[src/rtl/mdu_pkg.sv]
// Shared constants for the HI/LO multiply/divide control unit.
// Op encoding, controller state codes and the default operand width.
package mdu_pkg;

  localparam int WIDTH_DEF = 32;

  localparam logic [3:0] OP_NOP   = 4'd0;
  localparam logic [3:0] OP_MULT  = 4'd1;
  localparam logic [3:0] OP_MULTU = 4'd2;
  localparam logic [3:0] OP_DIV   = 4'd3;
  localparam logic [3:0] OP_DIVU  = 4'd4;
  localparam logic [3:0] OP_MTHI  = 4'd5;
  localparam logic [3:0] OP_MTLO  = 4'd6;
  localparam logic [3:0] OP_MFHI  = 4'd7;
  localparam logic [3:0] OP_MFLO  = 4'd8;

  localparam logic [1:0] ST_IDLE = 2'd0;
  localparam logic [1:0] ST_MUL  = 2'd1;
  localparam logic [1:0] ST_DIV  = 2'd2;
  localparam logic [1:0] ST_DONE = 2'd3;

endpackage

[src/rtl/mdu_mul_iter.sv]
// Unsigned shift-add multiplier, one partial product per cycle for WIDTH cycles.
// done/product are combinational on the last iteration so the owner can write the result that edge.
module mdu_mul_iter
  import mdu_pkg::*;
#(
  parameter int WIDTH = WIDTH_DEF
) (
  input  logic               clock,
  input  logic               reset,
  input  logic               start,
  input  logic [WIDTH-1:0]   a,
  input  logic [WIDTH-1:0]   b,
  output logic               done,
  output logic [2*WIDTH-1:0] product
);

  localparam int CW = $clog2(WIDTH);

  logic [2*WIDTH-1:0] mcand;
  logic [2*WIDTH-1:0] acc;
  logic [2*WIDTH-1:0] acc_nxt;
  logic [WIDTH-1:0]   mplier;
  logic [CW-1:0]      cnt;
  logic               busy;

  assign acc_nxt = mplier[0] ? acc + mcand : acc;
  assign done    = busy && (cnt == CW'(WIDTH - 1));
  assign product = acc_nxt;

  always_ff @(posedge clock or posedge reset) begin
    if (reset) begin
      mcand  <= '0;
      acc    <= '0;
      mplier <= '0;
      cnt    <= '0;
      busy   <= 1'b0;
    end else if (start) begin
      mcand  <= {{WIDTH{1'b0}}, a};
      mplier <= b;
      acc    <= '0;
      cnt    <= '0;
      busy   <= 1'b1;
    end else if (busy) begin
      acc    <= acc_nxt;
      mcand  <= mcand << 1;
      mplier <= mplier >> 1;
      cnt    <= cnt + 1'b1;
      if (done) busy <= 1'b0;
    end
  end

endmodule

[src/rtl/hilo_muldiv_ctrl.sv]
// HI/LO owner: runs MULT/MULTU on the local iterative multiplier and sequences
// DIV/DIVU through the external signed/unsigned dividers, stalling while busy.
module hilo_muldiv_ctrl
  import mdu_pkg::*;
#(
  parameter int WIDTH = WIDTH_DEF
) (
  input  logic               clock,
  input  logic               reset,
  input  logic               op_valid,
  input  logic [3:0]         op,
  input  logic [WIDTH-1:0]   rs_data,
  input  logic [WIDTH-1:0]   rt_data,
  output logic               stall,
  output logic [WIDTH-1:0]   hi,
  output logic [WIDTH-1:0]   lo,
  output logic [WIDTH-1:0]   div_dividend,
  output logic [WIDTH-1:0]   div_divisor,
  output logic               div_start,
  input  logic               div_ready,
  input  logic [2*WIDTH-1:0] div_z,
  output logic               divu_start,
  input  logic               divu_ready,
  input  logic [2*WIDTH-1:0] divu_z
);

  logic [1:0]         state;
  logic [3:0]         op_eff;
  logic               idle, is_mul, is_div, rt_zero;
  logic               accept_mul, accept_div, mul_sgn;
  logic               mul_neg, div_uns;
  logic [WIDTH-1:0]   a_mag, b_mag;
  logic               mul_done;
  logic [2*WIDTH-1:0] mul_prod, prod_fix;
  logic               sel_ready;
  logic [2*WIDTH-1:0] sel_z;

  assign op_eff     = op_valid ? op : OP_NOP;
  assign idle       = (state == ST_IDLE);
  assign is_mul     = (op_eff == OP_MULT) || (op_eff == OP_MULTU);
  assign is_div     = (op_eff == OP_DIV) || (op_eff == OP_DIVU);
  assign rt_zero    = (rt_data == '0);
  assign accept_mul = idle && is_mul;
  assign accept_div = idle && is_div && !rt_zero;
  assign stall      = accept_mul || accept_div || (state == ST_MUL) || (state == ST_DIV);

  // Signed multiply runs on magnitudes; -2^(W-1) negates to itself, which is the right unsigned magnitude.
  assign mul_sgn  = (op_eff == OP_MULT);
  assign a_mag    = (mul_sgn && rs_data[WIDTH-1]) ? -rs_data : rs_data;
  assign b_mag    = (mul_sgn && rt_data[WIDTH-1]) ? -rt_data : rt_data;
  assign prod_fix = mul_neg ? -mul_prod : mul_prod;

  assign sel_ready = div_uns ? divu_ready : div_ready;
  assign sel_z     = div_uns ? divu_z : div_z;

  mdu_mul_iter #(.WIDTH(WIDTH)) u_mul (
    .clock   (clock),
    .reset   (reset),
    .start   (accept_mul),
    .a       (a_mag),
    .b       (b_mag),
    .done    (mul_done),
    .product (mul_prod)
  );

  always_ff @(posedge clock or posedge reset) begin
    if (reset) begin
      state        <= ST_IDLE;
      hi           <= '0;
      lo           <= '0;
      div_dividend <= '0;
      div_divisor  <= '0;
      div_start    <= 1'b0;
      divu_start   <= 1'b0;
      mul_neg      <= 1'b0;
      div_uns      <= 1'b0;
    end else begin
      case (state)
        ST_IDLE: begin
          if (accept_mul) begin
            mul_neg <= mul_sgn && (rs_data[WIDTH-1] ^ rt_data[WIDTH-1]);
            state   <= ST_MUL;
          end else if (accept_div) begin
            div_dividend <= rs_data;
            div_divisor  <= rt_data;
            div_uns      <= (op_eff == OP_DIVU);
            div_start    <= (op_eff == OP_DIV);
            divu_start   <= (op_eff == OP_DIVU);
            state        <= ST_DIV;
          end else begin
            case (op_eff)
              OP_MTHI: hi <= rs_data;
              OP_MTLO: lo <= rs_data;
              // Divide by zero retires immediately without touching the dividers.
              OP_DIV, OP_DIVU: begin
                hi <= rs_data;
                lo <= '1;
              end
              default: ;
            endcase
          end
        end
        ST_MUL: begin
          if (mul_done) begin
            {hi, lo} <= prod_fix;
            state    <= ST_DONE;
          end
        end
        ST_DIV: begin
          if (sel_ready) begin
            hi         <= sel_z[2*WIDTH-1:WIDTH];
            lo         <= sel_z[WIDTH-1:0];
            div_start  <= 1'b0;
            divu_start <= 1'b0;
            state      <= ST_DONE;
          end
        end
        default: state <= ST_IDLE;
      endcase
    end
  end

endmodule

[config.mk]
export PLATFORM = sky130hd
export DESIGN_NAME = hilo_muldiv_ctrl
export DESIGN_NICKNAME = d
export VERILOG_FILES = /design/src/rtl/mdu_pkg.sv /design/src/rtl/mdu_mul_iter.sv /design/src/rtl/hilo_muldiv_ctrl.sv
export SDC_FILE = /design/constraint.sdc
export NUM_CORES = 1
export LEC_CHECK = 0
export CAP_MARGIN = 0
export CORE_ASPECT_RATIO = 0.8
export CORE_MARGIN = 2
export CORE_UTILIZATION = 56
export DETAILED_ROUTE_END_ITERATION = 8
export HOLD_SLACK_MARGIN = 0.15
export PLACE_DENSITY = 0.82
export SKIP_CTS_REPAIR_TIMING = 1
export SYNTH_ARGS = -nofsm -noshare
export SYNTH_HDL_FRONTEND = slang
export SYNTH_SLANG_ARGS = --single-unit
export TNS_END_PERCENT = 5
[constraint.sdc]
create_clock -name clock -period 12.6 [get_ports clock]
set_input_delay 2.52 -clock clock [delete_from_list [all_inputs] [get_ports clock]]
set_output_delay 2.52 -clock clock [all_outputs]
set_load 0.05 [all_outputs]
## Word level (Yosys, flattened, before mapping)

Index checks and enable logic that the tools add are counted.

| operators by class | value |
|---|---|
| eq/ne operators | 17 |
| $add $sub $neg | 5 |
| mux-type cells | 42 |
| reduce and logical (&&, ||, !) cells | 26 |
| bitwise operators | 2 |

Operators by type and width:

| operator | number |
|---|---|
| 64-bit 2-to-1 mux | 7 |
| 32-bit 2-to-1 mux | 13 |
| 32-bit one-hot mux with 3 select lines | 2 |
| 64-bit adder | 1 |
| 32-bit negation | 2 |
| 64-bit negation | 1 |
| 32-bit one-hot mux with 2 select lines | 1 |
| 32-bit logical NOT | 1 |
| 4-bit by 3-bit equality test with 1-bit output, second input constant | 3 |
| 6-bit AND reduction | 2 |
| 5-bit 2-to-1 mux | 2 |
| 2-bit != test, second input constant | 5 |
| 1-bit 2-to-1 mux | 9 |
| 4-bit by 2-bit equality test with 1-bit output, second input constant | 2 |
| 2-bit 2-to-1 mux | 4 |
| 1-bit logical AND | 7 |
| 3-bit by 1-bit != test with 1-bit output, second input constant | 2 |
| 2-bit one-hot mux with 3 select lines | 1 |
| 3-bit AND reduction | 2 |
| 5-bit by 1-bit adder with 5-bit output, second input constant | 1 |
| 5-bit equality test, second input constant | 1 |
| 1-bit logical OR | 5 |
| 4-bit by 1-bit equality test with 1-bit output, second input constant | 1 |
| 4-bit 2-to-1 mux | 1 |
| other kinds (14) | 16 |

| word-level totals | value |
|---|---|
| bits in registers | 300 |
| input port bits | 201 |
| word-level logic and storage cells | 106 |

## Longest topological paths before layout

Gate-level depths: netlist of the first run.

| logic depth | value |
|---|---|
| word-level depth | 8 |
| gate-level depth with buffers | 16 |
| depth with buffers taken out | 16 |

## Modules after synthesis

Synthesis of the first run repeated with hierarchy kept, for this count alone.

| unflattened totals | value |
|---|---|
| cells, all modules | 2569 |
| area, all modules | 22202.5 sq um |

Modules (own cells, without submodules):

| module | area an instance (sq um) | instances | cells each |
|---|---|---|---|
| mdu_mul_iter | 11892.7 | 1 | 1371 |
| hilo_muldiv_ctrl | 10309.9 | 1 | 1198 |

## Worst setup path after synthesis of the first run

No wires, ideal clock.

| timing | value |
|---|---|
| kind | input-to-output |
| start | input port rt_data[19] |
| end | output port stall |
| required time | 10.080 ns |
| setup slack | 5.191 ns |
| cell stages on the path | 7 |
| buffers on the path | 2 |
| data arrival time | 4.889 ns |
| cell sequence | or4_1 > nor4_1 > nand4b_1 > o311a_1 > clkbuf_1 > clkbuf_1 > or4_1 |

| on the way | value |
|---|---|
| word-level cells in the longest chain between the ends | 6 |

RTL lines:

| element | RTL line | text |
|---|---|---|
| start: declaration | hilo_muldiv_ctrl.sv:13 | `input logic [WIDTH-1:0] rt_data,` |
| 32-bit logical NOT | hilo_muldiv_ctrl.sv:42 | `assign rt_zero = (rt_data == '0);` |
| 1-bit logical NOT | hilo_muldiv_ctrl.sv:44 | `assign accept_div = idle && is_div && !rt_zero;` |
| 1-bit logical AND | hilo_muldiv_ctrl.sv:44 |  |
| 1-bit logical OR (3 in a row) | hilo_muldiv_ctrl.sv:45 | `assign stall = accept_mul \|\| accept_div \|\| (state == ST_MUL) \|\| (state == ST_DIV);` |
| end: declaration | hilo_muldiv_ctrl.sv:14 | `output logic stall,` |

No other way between the ends.

## Final worst setup path of the first run

| timing | value |
|---|---|
| start | input port rt_data[2] |
| end | output port stall |

The elaborated chain is that of the path after synthesis.

==> impl_metrics.tcl, run 1 <==
set metrics [dict create \
    ios 332 \
    overflow 0 \
    holdPathStages 2 \
    final_layout_size_suffix_gt1_share_pct 8.765 \
    status "finished, final reports clean" \
    slew_violations 0 \
    drc 0 \
    clock_latency_ns 0.55 \
    cts_buffers 34 \
    synth_edf_count 0 \
    finalHoldViolations 0 \
    die_w_um 230.8 \
    yosysWarnings 0 \
    ys_ff_latch 300 \
    path_delay_family "simple AND/OR/NAND/NOR gates" \
    drt_iter0_markers 3699 \
    cp.buffers_inverters 2 \
    synth_top_flop_cell "dfrtp_1" \
    ant_nets 0 \
    synth_area_leaders "dfrtp_1 (33%), mux2i_1 (6.5%), mux2_2 (5.9%)" \
    rsz0062_at_grt "false" \
    r2r_cells 13 \
    rows 66 \
    grt_pass1_wl_um 138700 \
    cp_slowest_stage_delay_ns 0.73 \
    fin_crit_ns 8.463 \
    synth_top_area_cell "dfrtp_1" \
    wl_um 93470 \
    tns_ns 0 \
    clock_path_buffers 3 \
    area.growth.synth_to_final_pct 20.10 \
    nets 3183 \
    route.vias.total 24270 \
    multi_input_area_um2 14610 \
    avgViaCountPerCell 6.959 \
    synthArstFlopShare_pct 100.0 \
    syn_area_per_cell_um2 8.531 \
    place_hpwl_um 70950 \
    synthesis.nets 2974 \
    critPathLaunchType "primary input" \
    cp_cell_sequence "clkdlybuf4s50_1 -> nor4_1 -> nand4b_1 -> nand4b_1 -> o311a_2 -> or4_1 -> clkdlybuf4s50_1" \
    max_slew.worst_pin.slew_ns 1.294 \
    end_kind "primary output" \
    fill_cells 3196 \
    path_class "primary input to primary output" \
    netlist.area_leader.share_pct 32.59 \
    root_buffer "clkbuf_16" \
    crit_fanout 6 \
    slowest_stage "clkdlybuf4s50_1" \
    min_period_over_period_pct 67.17 \
    initial_core_util_pct 56.69 \
    fin_worst_skew_ns 0.01711 \
    core_area_um2 40630 \
    cts_tree "yes" \
    cap_violations 0 \
    clkTransAtPathRegs_ns 0.07 \
    hold_class "flop to flop" \
    cp.depth 7 \
    syn_area_um2 23030 \
    place_congestion 1.036 \
    grt_pass1_vias 22130 \
    routedWlPerCell_um 26.80 \
    die_h_um 185.4 \
    arrival_ns 5.94 \
    h-tree-depth 2 \
    slew_headroom_pct 13.20 \
    io_buffers 331 \
    drt_first_pass_iters 9 \
    seqCellArea_um2 7516 \
    synth_cell_types 103 \
    setup_viol 0 \
    synth-seq-area-share_pct 32.59 \
    postSynthCellCount 2700 \
    die_area_um2 42780 \
    grt_max_degree 116 \
    cts_num_sinks 300 \
    grt_usage_pct 42.63 \
    antenna_found_initial 13 \
    max_freq_ghz 0.1182 \
    cp_data_required_time_ns 10.08 \
]
==> path summary, 6_finish.rpt <==
kind	start	end	slack, ns
max	rt_data[2]	stall	4.14
min	lo[4]$_DFFE_PP0P_	lo[4]$_DFFE_PP0P_	0.49
max reg2reg	u_mul.mcand[22]$_DFFE_PP0P_	hi[22]$_DFFE_PP0P_	6.84
min reg2reg	lo[4]$_DFFE_PP0P_	lo[4]$_DFFE_PP0P_	0.49
max in group asynchronous	reset	hi[3]$_DFFE_PP0P_	7.98
min in group asynchronous	reset	u_mul.cnt[0]$_DFFE_PP0P_	2.56
==> cell families (layout without fill, tap and decap cells) <==
kind of cell,after synthesis,count (layout),share of synthesized area [%]
multiplexers,273,273,12.55
buffers and inverters,240,472,4.112
flip-flops,300,300,32.59
XOR/XNOR,131,131,4.981
other,0,12,0
adder cells (fa/ha/maj),73,73,3.998
AND/OR/NAND/NOR,861,861,18.22
AO/OA/AOI/OAI,822,822,23.55
==> per-layer routing <==
| metal | vias up | global-route usage (%) | wire (um) |
|---|---|---|---|
| met1 | 11760 | 61.47 | 38800 |
| met2 | 1826 | 58.90 | 37200 |
| met4 | 0 | 17.11 | 4197 |
| li1 | 10430 | - | - |
| met5 | - | 0 | 0 |
| met3 | 266 | 13.24 | 13270 |
==> flip-flops by register name, summed over array words and instances (netlist names), 2 cells and up <==
name / flops
hi: 32
state: 2
lo: 32
u_mul.mplier: 32
div_dividend: 32
u_mul.acc: 64
u_mul.mcand: 64
u_mul.cnt: 5
div_divisor: 32
==> through the flow <==
step | instances | area, um^2 | utilization (%) | hold slack [ns] | setup WS (ns)
global route | 3488 | 27670 | 68.09 | 0.5165 | 4.063
CTS | 3476 | 27640 | 68.02 | 0.4886 | 4.210
detailed placement | 3417 | 26540 | 65.31 | 0.4736 | 4.231
global placement | 3417 | 26540 | 65.31 | 0.4616 | 4.367
finish | 3488 | 27670 | 68.09 | 0.4925 | 4.137
floorplan | 2700 | 23030 | - | 0.4686 | 1.791
==> cell usage after synthesis (20+ instances only) <==
cell	n
dfrtp_1	300
nand2_1	265
nor2_1	249
o21ai_0	233
a21oi_1	172
mux2i_1	149
clkbuf_1	140
mux2_2	121
xnor2_1	85
ha_1	72
a211oi_1	57
nor3_1	57
inv_1	52
nand4_1	52
xor2_1	46
o31ai_1	43
nand3_1	42
nor4_1	27
a21o_1	25
a31oi_1	25
or3_1	25
o21a_1	24
nor2b_1	23
nand2b_1	22
o21ai_1	22
a221oi_1	21
buf_1	20
o211ai_1	20
==> layout make-up <==
cell class	instances	share of cell area, %
antenna	12	0.1085
clock buffer	49	3.537
clock inverter	10	0.4387
inverter	55	0.7734
multi-input combinational	2160	52.81
sequential	300	27.17
tap	544	2.460
timing repair buffer	358	12.71
==> cells in the final DEF, fill, tap and decap left out, types with 17 or more instances in the layout <==
| cell | instances |
|---|---|
| nand3_1 | 42 |
| o21ai_0 | 233 |
| dfrtp_1 | 297 |
| clkdlybuf4s50_1 | 331 |
| clkbuf_16 | 35 |
| nor2_1 | 249 |
| o21ai_1 | 22 |
| o211ai_1 | 20 |
| a221oi_1 | 21 |
| mux2i_1 | 149 |
| xnor2_1 | 85 |
| ha_1 | 70 |
| nor4_1 | 27 |
| nand2_1 | 265 |
| o31ai_1 | 43 |
| inv_1 | 51 |
| nor2b_1 | 23 |
| a21oi_1 | 171 |
| a21o_1 | 24 |
| a211oi_1 | 57 |
| or3_1 | 25 |
| mux2_2 | 121 |
| o221ai_1 | 18 |
| a31oi_1 | 25 |
| nor3_1 | 56 |
| xor2_1 | 46 |
| o21a_1 | 24 |
| nand2b_1 | 22 |
| and3_1 | 17 |
| nand4_1 | 52 |
| buf_4 | 27 |
==> tightest hold or removal path: cells and delay by family, from the launching register on <==
kind	cells	cell delay [ns]
compound gates	1	0.06
flops	1	0.35
simple gates	1	0.05
Power of run 1 is left out: the tool's default activity adds up to more than one toggle a clock period on the data nets, which glitch-free logic cannot reach.
==> inputs of run 2 (changes only) <==
clock period = 8.74 ns   (was 12.6 ns; I/O delays follow)
==> impl_metrics.tcl, run 2 (synthesis results as in run 1) <==
set metrics [dict create \
    status "finished, final reports clean" \
    clkTransAtPathRegs_ns 0.07 \
    dp_cells 3418 \
    root_buffer "clkbuf_16" \
    final_layout_size_suffix_gt1_share_pct 8.964 \
    utilization_pct 68.32 \
    cp_cell_sequence "clkdlybuf4s50_1 -> nor4_1 -> nand4b_1 -> nand4b_1 -> o311a_2 -> or4_1 -> clkdlybuf4s50_1" \
    finalHoldViolations 0 \
    avgViaCountPerCell 7.000 \
    m1WireLength_um 40280 \
    wl_um 97950 \
    cp_slowest_stage_delay_ns 0.72 \
    final_cell_mix "clkdlybuf4s50_1 (331), dfrtp_1 (297), nand2_1 (265)" \
    cts_tree "yes" \
    largest_registers "u_mul.acc (64), u_mul.mcand (64)" \
    critPathLaunchType "primary input" \
    rows 66 \
    die_area_um2 42780 \
    die_h_um 185.4 \
    drt_first_pass_iters 8 \
    holdWs_ns 0.4937 \
    overflow 0 \
    area.growth.synth_to_final_pct 20.51 \
    slowest_stage "clkdlybuf4s50_1" \
    path_delay_family "simple AND/OR/NAND/NOR gates" \
    mostFrequentLayoutCell "clkdlybuf4s50_1" \
    wl_met3_um 14090 \
    slew_headroom_pct 12.95 \
    fin_worst_skew_ns 0.02379 \
    slew_violations 0 \
    grt_max_degree 226 \
    min_period_over_period_pct 79.98 \
    io_buffers 331 \
    rsz0062_at_grt "false" \
    path_class "primary input to primary output" \
    crit_fanout 6 \
    place_hpwl_um 73950 \
    setup_viol 0 \
    clock_path_buffers 3 \
    drt_iter0_markers 3876 \
    ant_nets 0 \
    drc 0 \
    end_kind "primary output" \
    clock_latency_ns 0.54 \
    fin_crit_ns 6.991 \
    place_congestion 1.002 \
    cp_data_required_time_ns 6.99 \
    arrival_ns 5.24 \
    cp.buffers_inverters 2 \
    die_w_um 230.8 \
    grt_pass1_vias 22770 \
    core_area_um2 40630 \
    initial_core_util_pct 56.69 \
    layout.cells.non_filler 3485 \
    antenna_found_initial 10 \
    cts_num_sinks 300 \
    routedWlPerCell_um 28.11 \
    max_slew.worst_pin.slew_ns 1.304 \
    tns_ns 0 \
    max_freq_ghz 0.1431 \
    ios 332 \
    cts_buffers 34 \
    h-tree-depth 2 \
    met2_wirelength_um 39240 \
    grt_usage_pct 44.65 \
    fill_cells 3146 \
    grt_pass1_wl_um 144200 \
    hold_class "flop to flop" \
    top_layer "met5" \
    nets 3184 \
    cap_violations 0 \
    route.vias.total 24390 \
]
run 2: cell types whose count changed in the layout (fill, tap and decap cells not counted), moves of 2 or more:
cell / previous run / this run
diode_2: 12 / 7
clkinvlp_4: 1 / 3
clkbuf_1: 9 / 5
bufinv_16: 2 / 5
buf_12: 0 / 2
run 2: cell type report:
cell class / instances / area [um^2] / area share, %
Multi-Input combinational cell: 2160 / 14610 / 52.63
Inverter: 55 / 210.2 / 0.7573
Tap cell: 544 / 680.7 / 2.452
Antenna cell: 7 / 17.52 / 0.06311
Clock buffer: 45 / 952.2 / 3.430
Timing Repair Buffer: 359 / 3548 / 12.78
Sequential cell: 300 / 7516 / 27.08
Clock inverter: 15 / 224.0 / 0.8069
run 2: metal layers:
layer  vias up  global-route usage [%]
met5         -                       0
met4         6                   17.63
met3       270                   13.89
met2      1872                   61.82
met1     11800                   64.32
li1      10450                       -
run 2: path summary, 6_finish.rpt:
check | cells after the start | slack (ns) | end | startpoint
worst min-delay path | 2 | 0.49 | lo[5]$_DFFE_PP0P_ | lo[5]$_DFFE_PP0P_
worst max register to register | 13 | 2.92 | hi[26]$_DFFE_PP0P_ | u_mul.mcand[22]$_DFFE_PP0P_
min in group asynchronous | 2 | 1.57 | u_mul.acc[4]$_DFFE_PP0P_ | reset
worst min register to register | 2 | 0.49 | lo[5]$_DFFE_PP0P_ | lo[5]$_DFFE_PP0P_
max in group asynchronous | 4 | 5.43 | hi[21]$_DFFE_PP0P_ | reset
worst max-delay path | 7 | 1.75 | stall | rt_data[4]
run 2: metrics by stage:
step	cell area [um^2]	worst slack, ns
after floorplan	23040	2.875
after global placement	26560	1.914
after detailed placement	26560	1.910
after CTS	27740	1.875
after global routing	27760	1.738
final	27760	1.749
run 2: tightest hold or removal path: stages, from the launching register on:
cell	delay, ns
dfrtp_1	0.35
nand2_1	0.05
o21ai_0	0.06
Power of run 2 is left out for the same reason.
